`config.mk`:
```
export PLATFORM = sky130hd
export DESIGN_NAME = edge_frame_sequencer
export DESIGN_NICKNAME = d
export VERILOG_FILES = /design/src/rtl/edge_frame_sequencer.sv
export SDC_FILE = /design/constraint.sdc
export NUM_CORES = 1
export LEC_CHECK = 0
export ABC_AREA = 1
export CORE_UTILIZATION = 45
export CTS_BUF_LIST = sky130_fd_sc_hd__clkbuf_8
export DETAILED_ROUTE_END_ITERATION = 8
export MAX_ROUTING_LAYER = met4
export PLACE_DENSITY_LB_ADDON = 0.05
export RECOVER_POWER = 25
export SYNTH_ARGS = -nofsm -noshare
export SYNTH_HDL_FRONTEND = slang
export SYNTH_SLANG_ARGS = --single-unit
```
`constraint.sdc`:
```
create_clock -name clk -period 5.3 [get_ports clk]
set_input_delay 1.06 -clock clk [delete_from_list [all_inputs] [get_ports clk]]
set_output_delay 1.06 -clock clk [all_outputs]
set_load 0.05 [all_outputs]
```
`src/rtl/edge_frame_sequencer.sv`:
```
// Frame sequencer: UART bytes -> raster pixel stream, edge results -> FIFO -> UART tx.
// Optional macro SEQ_BORDER_ZERO_EN zeroes results that fall on the image border.
module edge_frame_sequencer #(
  parameter int IMG_W      = 512,
  parameter int IMG_H      = 512,
  parameter int FIFO_DEPTH = 8
) (
  input  logic                     clk,
  input  logic                     rst,
  input  logic                     rx_valid,
  input  logic [7:0]               rx_data,
  output logic                     pix_valid,
  output logic [7:0]               pix_data,
  output logic [$clog2(IMG_W)-1:0] pix_col,
  output logic [$clog2(IMG_H)-1:0] pix_row,
  output logic                     pix_sof,
  output logic                     pix_eol,
  output logic                     pix_eof,
  input  logic                     res_valid,
  input  logic [7:0]               res_data,
  input  logic                     tx_busy,
  output logic                     tx_start,
  output logic [7:0]               tx_data,
  output logic                     busy,
  output logic                     frame_done,
  output logic                     err
);

  localparam int CW = $clog2(IMG_W);
  localparam int RW = $clog2(IMG_H);
  localparam int NW = $clog2(IMG_W * IMG_H + 1);
  localparam int AW = $clog2(FIFO_DEPTH);
  localparam logic [CW-1:0] COL_LAST  = CW'(IMG_W - 1);
  localparam logic [RW-1:0] ROW_LAST  = RW'(IMG_H - 1);
  localparam logic [NW-1:0] RES_TOTAL = NW'(IMG_W * IMG_H);

  typedef enum logic [1:0] {
    IDLE   = 2'd0,
    STREAM = 2'd1,
    DRAIN  = 2'd2,
    DONE   = 2'd3
  } state_t;

  state_t        state_r, state_s;
  logic          start_s, accept_s, rx_err_s, drain_ok_s;
  logic [CW-1:0] col_r, cur_col_s, ocol_r, cur_ocol_s;
  logic [RW-1:0] row_r, cur_row_s, orow_r, cur_orow_s;
  logic          in_eol_s, in_eof_s, o_eol_s, o_eof_s;
  logic [NW-1:0] res_cnt_r, res_base_s;
  logic [7:0]    mem_r [FIFO_DEPTH];
  logic [AW:0]   wr_ptr_r, rd_ptr_r;
  logic          empty_s, full_s, pop_s, push_s, drop_s;
  logic [7:0]    push_data_s;
  logic          pix_valid_r, pix_sof_r, pix_eol_r, pix_eof_r;
  logic [7:0]    pix_data_r, tx_data_r;
  logic [CW-1:0] pix_col_r;
  logic [RW-1:0] pix_row_r;
  logic          tx_start_r, busy_r, frame_done_r, err_r;

  // Input raster position; a new frame always starts at (0,0)
  always_comb begin
    cur_col_s = (state_r == IDLE) ? {CW{1'b0}} : col_r;
    cur_row_s = (state_r == IDLE) ? {RW{1'b0}} : row_r;
    in_eol_s  = (cur_col_s == COL_LAST);
    in_eof_s  = in_eol_s && (cur_row_s == ROW_LAST);
  end

  // FSM next state and per-cycle control strobes
  always_comb begin
    state_s  = state_r;
    start_s  = 1'b0;
    accept_s = 1'b0;
    rx_err_s = 1'b0;
    case (state_r)
      IDLE: begin
        if (rx_valid) begin
          start_s  = 1'b1;
          accept_s = 1'b1;
          state_s  = in_eof_s ? DRAIN : STREAM;
        end else begin
          state_s = IDLE;
        end
      end
      STREAM: begin
        if (rx_valid) begin
          accept_s = 1'b1;
          state_s  = in_eof_s ? DRAIN : STREAM;
        end else begin
          state_s = STREAM;
        end
      end
      DRAIN: begin
        rx_err_s = rx_valid;
        state_s  = drain_ok_s ? DONE : DRAIN;
      end
      DONE:    state_s = IDLE;
      default: state_s = IDLE;
    endcase
  end

  // Result-side counters, FIFO status and push/pop decisions
  always_comb begin
    cur_ocol_s = start_s ? {CW{1'b0}} : ocol_r;
    cur_orow_s = start_s ? {RW{1'b0}} : orow_r;
    res_base_s = start_s ? {NW{1'b0}} : res_cnt_r;
    o_eol_s    = (cur_ocol_s == COL_LAST);
    o_eof_s    = o_eol_s && (cur_orow_s == ROW_LAST);
`ifdef SEQ_BORDER_ZERO_EN
    push_data_s = ((cur_ocol_s == {CW{1'b0}}) || o_eol_s ||
                   (cur_orow_s == {RW{1'b0}}) || (cur_orow_s == ROW_LAST)) ? 8'h00 : res_data;
`else
    push_data_s = res_data;
`endif
    empty_s    = (wr_ptr_r == rd_ptr_r);
    full_s     = (wr_ptr_r[AW] != rd_ptr_r[AW]) && (wr_ptr_r[AW-1:0] == rd_ptr_r[AW-1:0]);
    // tx_start_r gate guarantees the two-cycle pulse spacing
    pop_s      = !empty_s && !tx_busy && !tx_start_r;
    push_s     = res_valid && (!full_s || pop_s);
    drop_s     = res_valid && full_s && !pop_s;
    drain_ok_s = (res_cnt_r == RES_TOTAL) && empty_s && !tx_busy;
  end

  // State register and frame status flags
  always_ff @(posedge clk or posedge rst) begin
    if (rst) begin
      state_r      <= IDLE;
      busy_r       <= 1'b0;
      frame_done_r <= 1'b0;
    end else begin
      state_r      <= state_s;
      busy_r       <= (state_s == STREAM) || (state_s == DRAIN);
      frame_done_r <= (state_s == DONE);
    end
  end

  // Pixel output registers and input raster counters
  always_ff @(posedge clk or posedge rst) begin
    if (rst) begin
      pix_valid_r <= 1'b0;
      pix_data_r  <= 8'h00;
      pix_col_r   <= {CW{1'b0}};
      pix_row_r   <= {RW{1'b0}};
      pix_sof_r   <= 1'b0;
      pix_eol_r   <= 1'b0;
      pix_eof_r   <= 1'b0;
      col_r       <= {CW{1'b0}};
      row_r       <= {RW{1'b0}};
    end else begin
      pix_valid_r <= accept_s;
      if (accept_s) begin
        pix_data_r <= rx_data;
        pix_col_r  <= cur_col_s;
        pix_row_r  <= cur_row_s;
        pix_sof_r  <= start_s;
        pix_eol_r  <= in_eol_s;
        pix_eof_r  <= in_eof_s;
        col_r      <= in_eol_s ? {CW{1'b0}} : cur_col_s + 1'b1;
        row_r      <= in_eol_s ? (in_eof_s ? {RW{1'b0}} : cur_row_s + 1'b1) : cur_row_s;
      end
    end
  end

  // Result count (saturating) and output raster position
  always_ff @(posedge clk or posedge rst) begin
    if (rst) begin
      res_cnt_r <= {NW{1'b0}};
      ocol_r    <= {CW{1'b0}};
      orow_r    <= {RW{1'b0}};
    end else if (res_valid) begin
      res_cnt_r <= (res_base_s == RES_TOTAL) ? res_base_s : res_base_s + 1'b1;
      ocol_r    <= o_eol_s ? {CW{1'b0}} : cur_ocol_s + 1'b1;
      orow_r    <= o_eol_s ? (o_eof_s ? {RW{1'b0}} : cur_orow_s + 1'b1) : cur_orow_s;
    end else begin
      res_cnt_r <= res_base_s;
      ocol_r    <= cur_ocol_s;
      orow_r    <= cur_orow_s;
    end
  end

  // Result FIFO storage and transmit scheduling
  always_ff @(posedge clk or posedge rst) begin
    if (rst) begin
      for (int i = 0; i < FIFO_DEPTH; i++) begin
        mem_r[i] <= 8'h00;
      end
      wr_ptr_r   <= {(AW+1){1'b0}};
      rd_ptr_r   <= {(AW+1){1'b0}};
      tx_start_r <= 1'b0;
      tx_data_r  <= 8'h00;
    end else begin
      if (push_s) begin
        mem_r[wr_ptr_r[AW-1:0]] <= push_data_s;
        wr_ptr_r                <= wr_ptr_r + 1'b1;
      end
      if (pop_s) begin
        tx_data_r <= mem_r[rd_ptr_r[AW-1:0]];
        rd_ptr_r  <= rd_ptr_r + 1'b1;
      end
      tx_start_r <= pop_s;
    end
  end

  // Sticky error; a new error in the start cycle wins over the clear
  always_ff @(posedge clk or posedge rst) begin
    if (rst) begin
      err_r <= 1'b0;
    end else if (drop_s || rx_err_s) begin
      err_r <= 1'b1;
    end else if (start_s) begin
      err_r <= 1'b0;
    end else begin
      err_r <= err_r;
    end
  end

  assign pix_valid  = pix_valid_r;
  assign pix_data   = pix_data_r;
  assign pix_col    = pix_col_r;
  assign pix_row    = pix_row_r;
  assign pix_sof    = pix_sof_r;
  assign pix_eol    = pix_eol_r;
  assign pix_eof    = pix_eof_r;
  assign tx_start   = tx_start_r;
  assign tx_data    = tx_data_r;
  assign busy       = busy_r;
  assign frame_done = frame_done_r;
  assign err        = err_r;

endmodule

```
**Word-level counts from Yosys, hierarchy flattened**

Cells that the tools add are included.

- Add/sub/neg operators: 5
- Magnitude comparators: 3
- Eq/ne operators: 13
- Mux-type cells: 25
- Bitwise operators: 2
- Reductions and logical operators: 21

Operators by type and width:

| kind | number |
|---|---|
| bitwise mux 64 bit | 1 |
| two-way mux 19 bit | 3 |
| two-way mux 9 bit | 5 |
| == test 19 bit (second input constant) | 2 |
| binary-select mux 8 bit (select 3 bit) | 1 |
| demux 8 bit (select 3 bit) | 1 |
| two-way mux 8 bit | 3 |
| adder 19 x 1 -> 19 bit (second input constant) | 1 |
| adder 9 x 1 -> 9 bit (second input constant) | 2 |
| == test 9 bit (second input constant) | 2 |
| logical AND 1 bit | 10 |
| adder 4 x 1 -> 4 bit (second input constant) | 2 |
| == test 2 bit (second input constant) | 4 |
| >= comparator 4 bit (second input constant) | 2 |
| NOT 3 -> 4 bit | 2 |
| case mux 2 bit (4 select lines) | 1 |
| two-way mux 1 bit | 7 |
| two-way mux 2 bit | 3 |
| logical NOT 1 bit | 5 |
| == test 2 x 1 -> 1 bit (second input constant) | 2 |
| == test 4 bit | 1 |
| < comparator 4 x 1 -> 1 bit (second input constant) | 1 |
| == test 3 bit | 1 |
| logical OR 1 bit | 3 |
| 4 further kinds | 4 |

- Register bits after elaboration: 153
- Input bits: 21
- Output and inout bits: 42
- Word-level logic and storage cells: 95

**Logic depth before layout (Yosys ltp)**

- Depth in word-level cells: 9
- Gate-level depth with buffers: 17
- Depth with buffers taken out: 17

**Worst setup path after synthesis**

No wires, ideal clock.

- Path type: flip-flop to flip-flop
- Start point: register state_r[1]
- End point: register busy_r, in the netlist busy
- Setup time: 0.126 ns
- Arrival time: 2.388 ns
- Required time: 5.174 ns
- Slack: 2.786 ns
- Cell stages (with the launch flop): 18
- Buffers on the path: 1
- Clock period less this slack: 2.514 ns
- Path through: dfrtp_1 > nor2_1 > clkbuf_1 > nor2_1 > ha_1 > inv_1 > nor2_1 > nand2_1 > nor2_1 > nand3_1 > nor2_1 > ha_1 > nand2_1 > nand2_1 > inv_1 > nor2_1 > o21ai_0 > ha_1

- Longest elaborated chain between the ends: 9
- Elaborated cells between the ends (all ways): 16
- Those cells by class: eq/ne (7); mux (6); reduce/logical (3)

RTL lines:

| what | RTL line | source |
|---|---|---|
| start: declaration | 44 | `state_t state_r, state_s;` |
| start signal: assignment | 130 | `state_r <= state_s;` |
| logical NOT 2 bit * | 62 | `cur_col_s = (state_r == IDLE) ? {CW{1'b0}} : col_r;` |
| two-way mux 9 bit * | 62 |  |
| named net cur_col_s[0] | 46 | `logic [CW-1:0] col_r, cur_col_s, ocol_r, cur_ocol_s;` |
| == test 9 bit * | 64 | `in_eol_s = (cur_col_s == COL_LAST);` |
| named net in_eol_s | 48 | `logic in_eol_s, in_eof_s, o_eol_s, o_eof_s;` |
| logical AND 1 bit * | 65 | `in_eof_s = in_eol_s && (cur_row_s == ROW_LAST);` |
| two-way mux 2 bit * | 79, 87 |  |
| two-way mux 2 bit, on equally long branches | 85, 76 |  |
| case mux 2 bit (4 select lines) * | 74 | `case (state_r)` |
| named net state_s[0] | 44 |  |
| == test 2 x 1 -> 1 bit or == test 2 bit (tied branches) | 131 | `busy_r <= (state_s == STREAM) \|\| (state_s == DRAIN);` |
| logical OR 1 bit * | 131 |  |
| end signal: assignment | 131 |  |
| end: declaration | 58 | `logic tx_start_r, busy_r, frame_done_r, err_r;` |

Mark *: on every way through the listed nets, which the timed path passes. The rest lies on a longest branch.
A chain may end at the register's enable or synchronous reset.

**Worst setup path after layout**

- Start point: input port rx_valid
- End point: register busy_r, in the netlist busy

- Longest elaborated chain between the ends: 4
- Elaborated cells between the ends (all ways): 6
- Those cells by class: eq/ne (2); mux (3); reduce/logical (1)

RTL lines:

| what | RTL line | source |
|---|---|---|
| start: declaration | 10 | `input logic rx_valid,` |
| two-way mux 2 bit, on equally long branches | 85, 76 |  |
| case mux 2 bit (4 select lines) * | 74 |  |
| named net state_s[0] | 44 |  |
| == test 2 x 1 -> 1 bit or == test 2 bit (tied branches) | 131 |  |
| logical OR 1 bit * | 131 |  |

Marks and branches as above.

==> metrics.md <==
| Metric | Value |
|---|---|
| Status | `finished, violations left` |
| Failing checks | `max-capacitance violations, max-slew violations` |
| Antenna cells | `0` |
| CP Data Required Time | `5.64 ns` |
| Synth cell types | `33` |
| CTS root buf | `clkbuf_8` |
| Hold Crit Class | `reg2reg` |
| Worst path slowest cell | `clkbuf_1` |
| Sequential-to-total area share from yosys stat | `51.42%` |
| Final Cycle Share | `73.86%` |
| DR vias | `5,959` |
| Crit-path max cell delay | `1.40 ns` |
| Port-buffer cells | `62` |
| Core Area | `16,000 um^2` |
| DR vias/cell | `4.991` |
| Die Wd | `130.6 um` |
| H-tree depth | `4` |
| Detailed Route WL | `17,290 um` |
| Max-Slew Margin vs Limit | `-48.36%` |
| Yosys reg bits | `153` |
| RSZ-0062 raised after global routing | `false` |
| Most common cell after layout, fill and taps aside | `nand2_1` |
| Global route total overflow | `0` |
| Clock Skew | `0.01299 ns` |
| Die area | `17,060 um^2` |
| Most frequent cells in the layout | `nand2_1, dfrtp_1, nor2_1` |
| Cts hold-fix bufs | `0` |
| DRC violations left | `0` |
| Pint | `0.002542 W` |
| Max-Cap Viols | `2` |
| Layout cells sized above 1 | `6.442%` |
| DPL Wire Length | `11,410 um` |
| Fin. Hold Viols | `0` |
| Slew @ Worst Pin | `2.225 ns` |
| Nature of the critical path endpoint | `flop` |
| Power density over the cells | `477.6 nW/um^2` |
| Sw Ratio | `38.13%` |
| Total Routing Usage GR | `22.55%` |
| Clock Tree Buf Depth | `2` |
| Nets | `996` |
| Starting Density | `46.54%` |
| Initial antenna violation count | `0` |
| Peak supply drop | `0.2520 mV` |
| GP Congestion | `0.8828` |
| Hold path startpoint | `pix_row[6]` |
| Flop pwr share | `42.0%` |
| Post-CTS Setup Repair Bufs | `0` |
| Maximum number of pins on one net before global-route repair | `104` |
| Async SR Flop Fraction | `100.0%` |
| R2R setup slack | `2.00 ns` |
| Worst R2R Start | `rd_ptr_r[0]` |
| Crit-path cells | `clkdlybuf4s50_1, nand2_1, clkbuf_1, inv_1, buf_4, nand2_1, inv_1, nor2_1, o21ai_0, ha_1` |
| Vias in the first global route | `5,505` |
| Post-cts sizing count | `0` |
| Hold Crit Endpoint | `pix_row[6]` |
| Post-DRT Antenna Nets | `0` |
| Reg2reg end | `tx_data[5]` |
| Iter 0 DRT Violations | `398` |
| Synth Instances | `915` |
| Minimum clock period | `3.914 ns` |
| Yosys warning count | `0` |
| Clock slew at reported path FFs | `0.08 ns` |
| First-pass GRT wire length | `28,460 um` |
| Cts bufs inserted | `17` |
| Die Ht | `130.6 um` |
| Cell Rows | `46` |
| Clk Latency, worst-skew pair | `0.46 ns` |
| CTS tree | `built` |
| Final setup vio count | `0` |
| Layout area overhead | `15.51%` |
| Crit path launch type | `input port` |
| CP arrival | `4.25 ns` |
| Net Switching | `0.001566 W` |
| Fillers | `1,601` |
| Clock Sinks | `153` |
| Mapped Area | `7446 um^2` |
| Hold WS | `0.4822 ns` |
| IO Pins | `63` |
| Pleak | `4.080 nW` |
| Slew Limit Fails | `152` |
| Clock power frac | `24.5%` |
| Setup TNS | `0 ns` |
| Worst R2R Path Depth | `9` |
| Max frequency | `255.5 MHz` |
| First-pass detailed-route iteration total | `5` |
| EDFF count, synth | `0` |
| Gate power share | `33.6%` |
| Most used DFF post-synth | `dfrtp_1` |
| Synthesized area per cell | `8.138 um^2` |
| Routed length per placed instance | `14.48 um` |
| Cell depth of the worst min-delay path | `2` |
| Max FO, Critical Path | `47` |
| Final Core Density | `53.75%` |
| Syn_nets | `945` |
| Worst Path Class, Setup | `in2reg` |
## cells by family after synthesis
family	count (synthesis)	share of synthesized area (%)
AO/OA/AOI/OAI	167	12.45
adder cells (fa/ha/maj)	9	1.512
buffers and inverters	123	7.461
XOR/XNOR	20	2.353
AND/OR/NAND/NOR	443	24.80
flip-flops	153	51.42
## per-layer routing
layer	wire (um)	global-route usage [%]	vias up
met5	0	-	-
met4	223	7.167	0
met3	753	4.072	17
met2	7907	34.92	130
met1	8402	30.07	2752
li1	-	-	3060
## flip-flops by register name, indices dropped and copies added (netlist names)
| signal | cells |
|---|---|
| busy | 1 |
| col_r | 9 |
| err | 1 |
| frame_done | 1 |
| mem_r | 64 |
| pix_col | 9 |
| pix_data | 8 |
| pix_eof | 1 |
| pix_eol | 1 |
| pix_row | 9 |
| pix_sof | 1 |
| pix_valid | 1 |
| rd_ptr_r | 4 |
| res_cnt_r | 19 |
| row_r | 9 |
| state_r | 2 |
| tx_data | 8 |
| tx_start | 1 |
| wr_ptr_r | 4 |
## Yosys cell counts, drive strengths merged (3+ instances only)
master    n  area (um^2)
nand2   270         1072
dfrtp   153         3829
o21ai   129        675.6
nor2    108        422.9
inv      87        326.6
nand3    44        220.2
buf      19        165.2
o22ai    19        118.9
clkbuf   17        63.81
nand4    13        81.33
xor2     12        105.1
a21oi     9        56.31
ha        9        112.6
o21a      8        60.06
xnor2     8        70.07
nor3      4        25.02
nor4      3        18.77
## worst max-delay path: cells and delay by family
| kind | cells | cell delay (ns) |
|---|---|---|
| and+or+nand+nor | 3 | 0.37 |
| AOI/OAI and AO/OA | 1 | 0.11 |
| buffers and inverters | 5 | 2.39 |
| adders and majority gates | 1 | 0.31 |
## worst max path at each step
stage / start / end / slack, ns / cells after the start
2_1_floorplan: rst / busy / 0.12 / 1
3_3_place_gp: rx_valid / res_cnt_r[2] / 1.91 / 16
3_5_place_dp: res_valid / mem_r[50] / 1.90 / 5
4_1_cts: rx_valid / res_cnt_r[2] / 2.39 / 16
5_1_grt: rx_valid / busy / 1.13 / 10
6_report: rx_valid / busy / 1.39 / 10
## power groups by stage
stage	logic (W)	registers (W)	clock network, W
global placement	0.00137	0.00174	0
global route	0.00156	0.00177	0.00108
CTS	0.00140	0.00172	0.00103
finish	0.00138	0.00172	0.00101
detailed placement	0.00139	0.00174	0
floorplan	0.000957	0.00182	0
## stage by stage
| step | setup slack (ns) | total power [W] | std cells | cell area, um^2 |
|---|---|---|---|---|
| 3_5_place_dp | 1.903 | 0.003131 | 1163 | 8158 |
| 2_1_floorplan | 0.1186 | 0.002779 | 915 | 7446 |
| 3_3_place_gp | 1.907 | 0.003113 | 1163 | 8158 |
| 5_1_grt | 1.134 | 0.004403 | 1194 | 8601 |
| 4_1_cts | 2.387 | 0.004146 | 1194 | 8612 |
| 6_report | 1.386 | 0.004108 | 1194 | 8601 |
## final cells by class
class | instances | area (um^2) | area share, %
inverters | 87 | 330.3 | 3.841
clock buffers | 21 | 289.0 | 3.360
multi-input cells | 639 | 3059 | 35.57
repair buffers | 68 | 658.1 | 7.652
clock inverters | 10 | 165.2 | 1.920
well taps | 216 | 270.3 | 3.142
flip-flops and latches | 153 | 3829 | 44.52
Note: power is estimated with default switching activity, not from simulation.
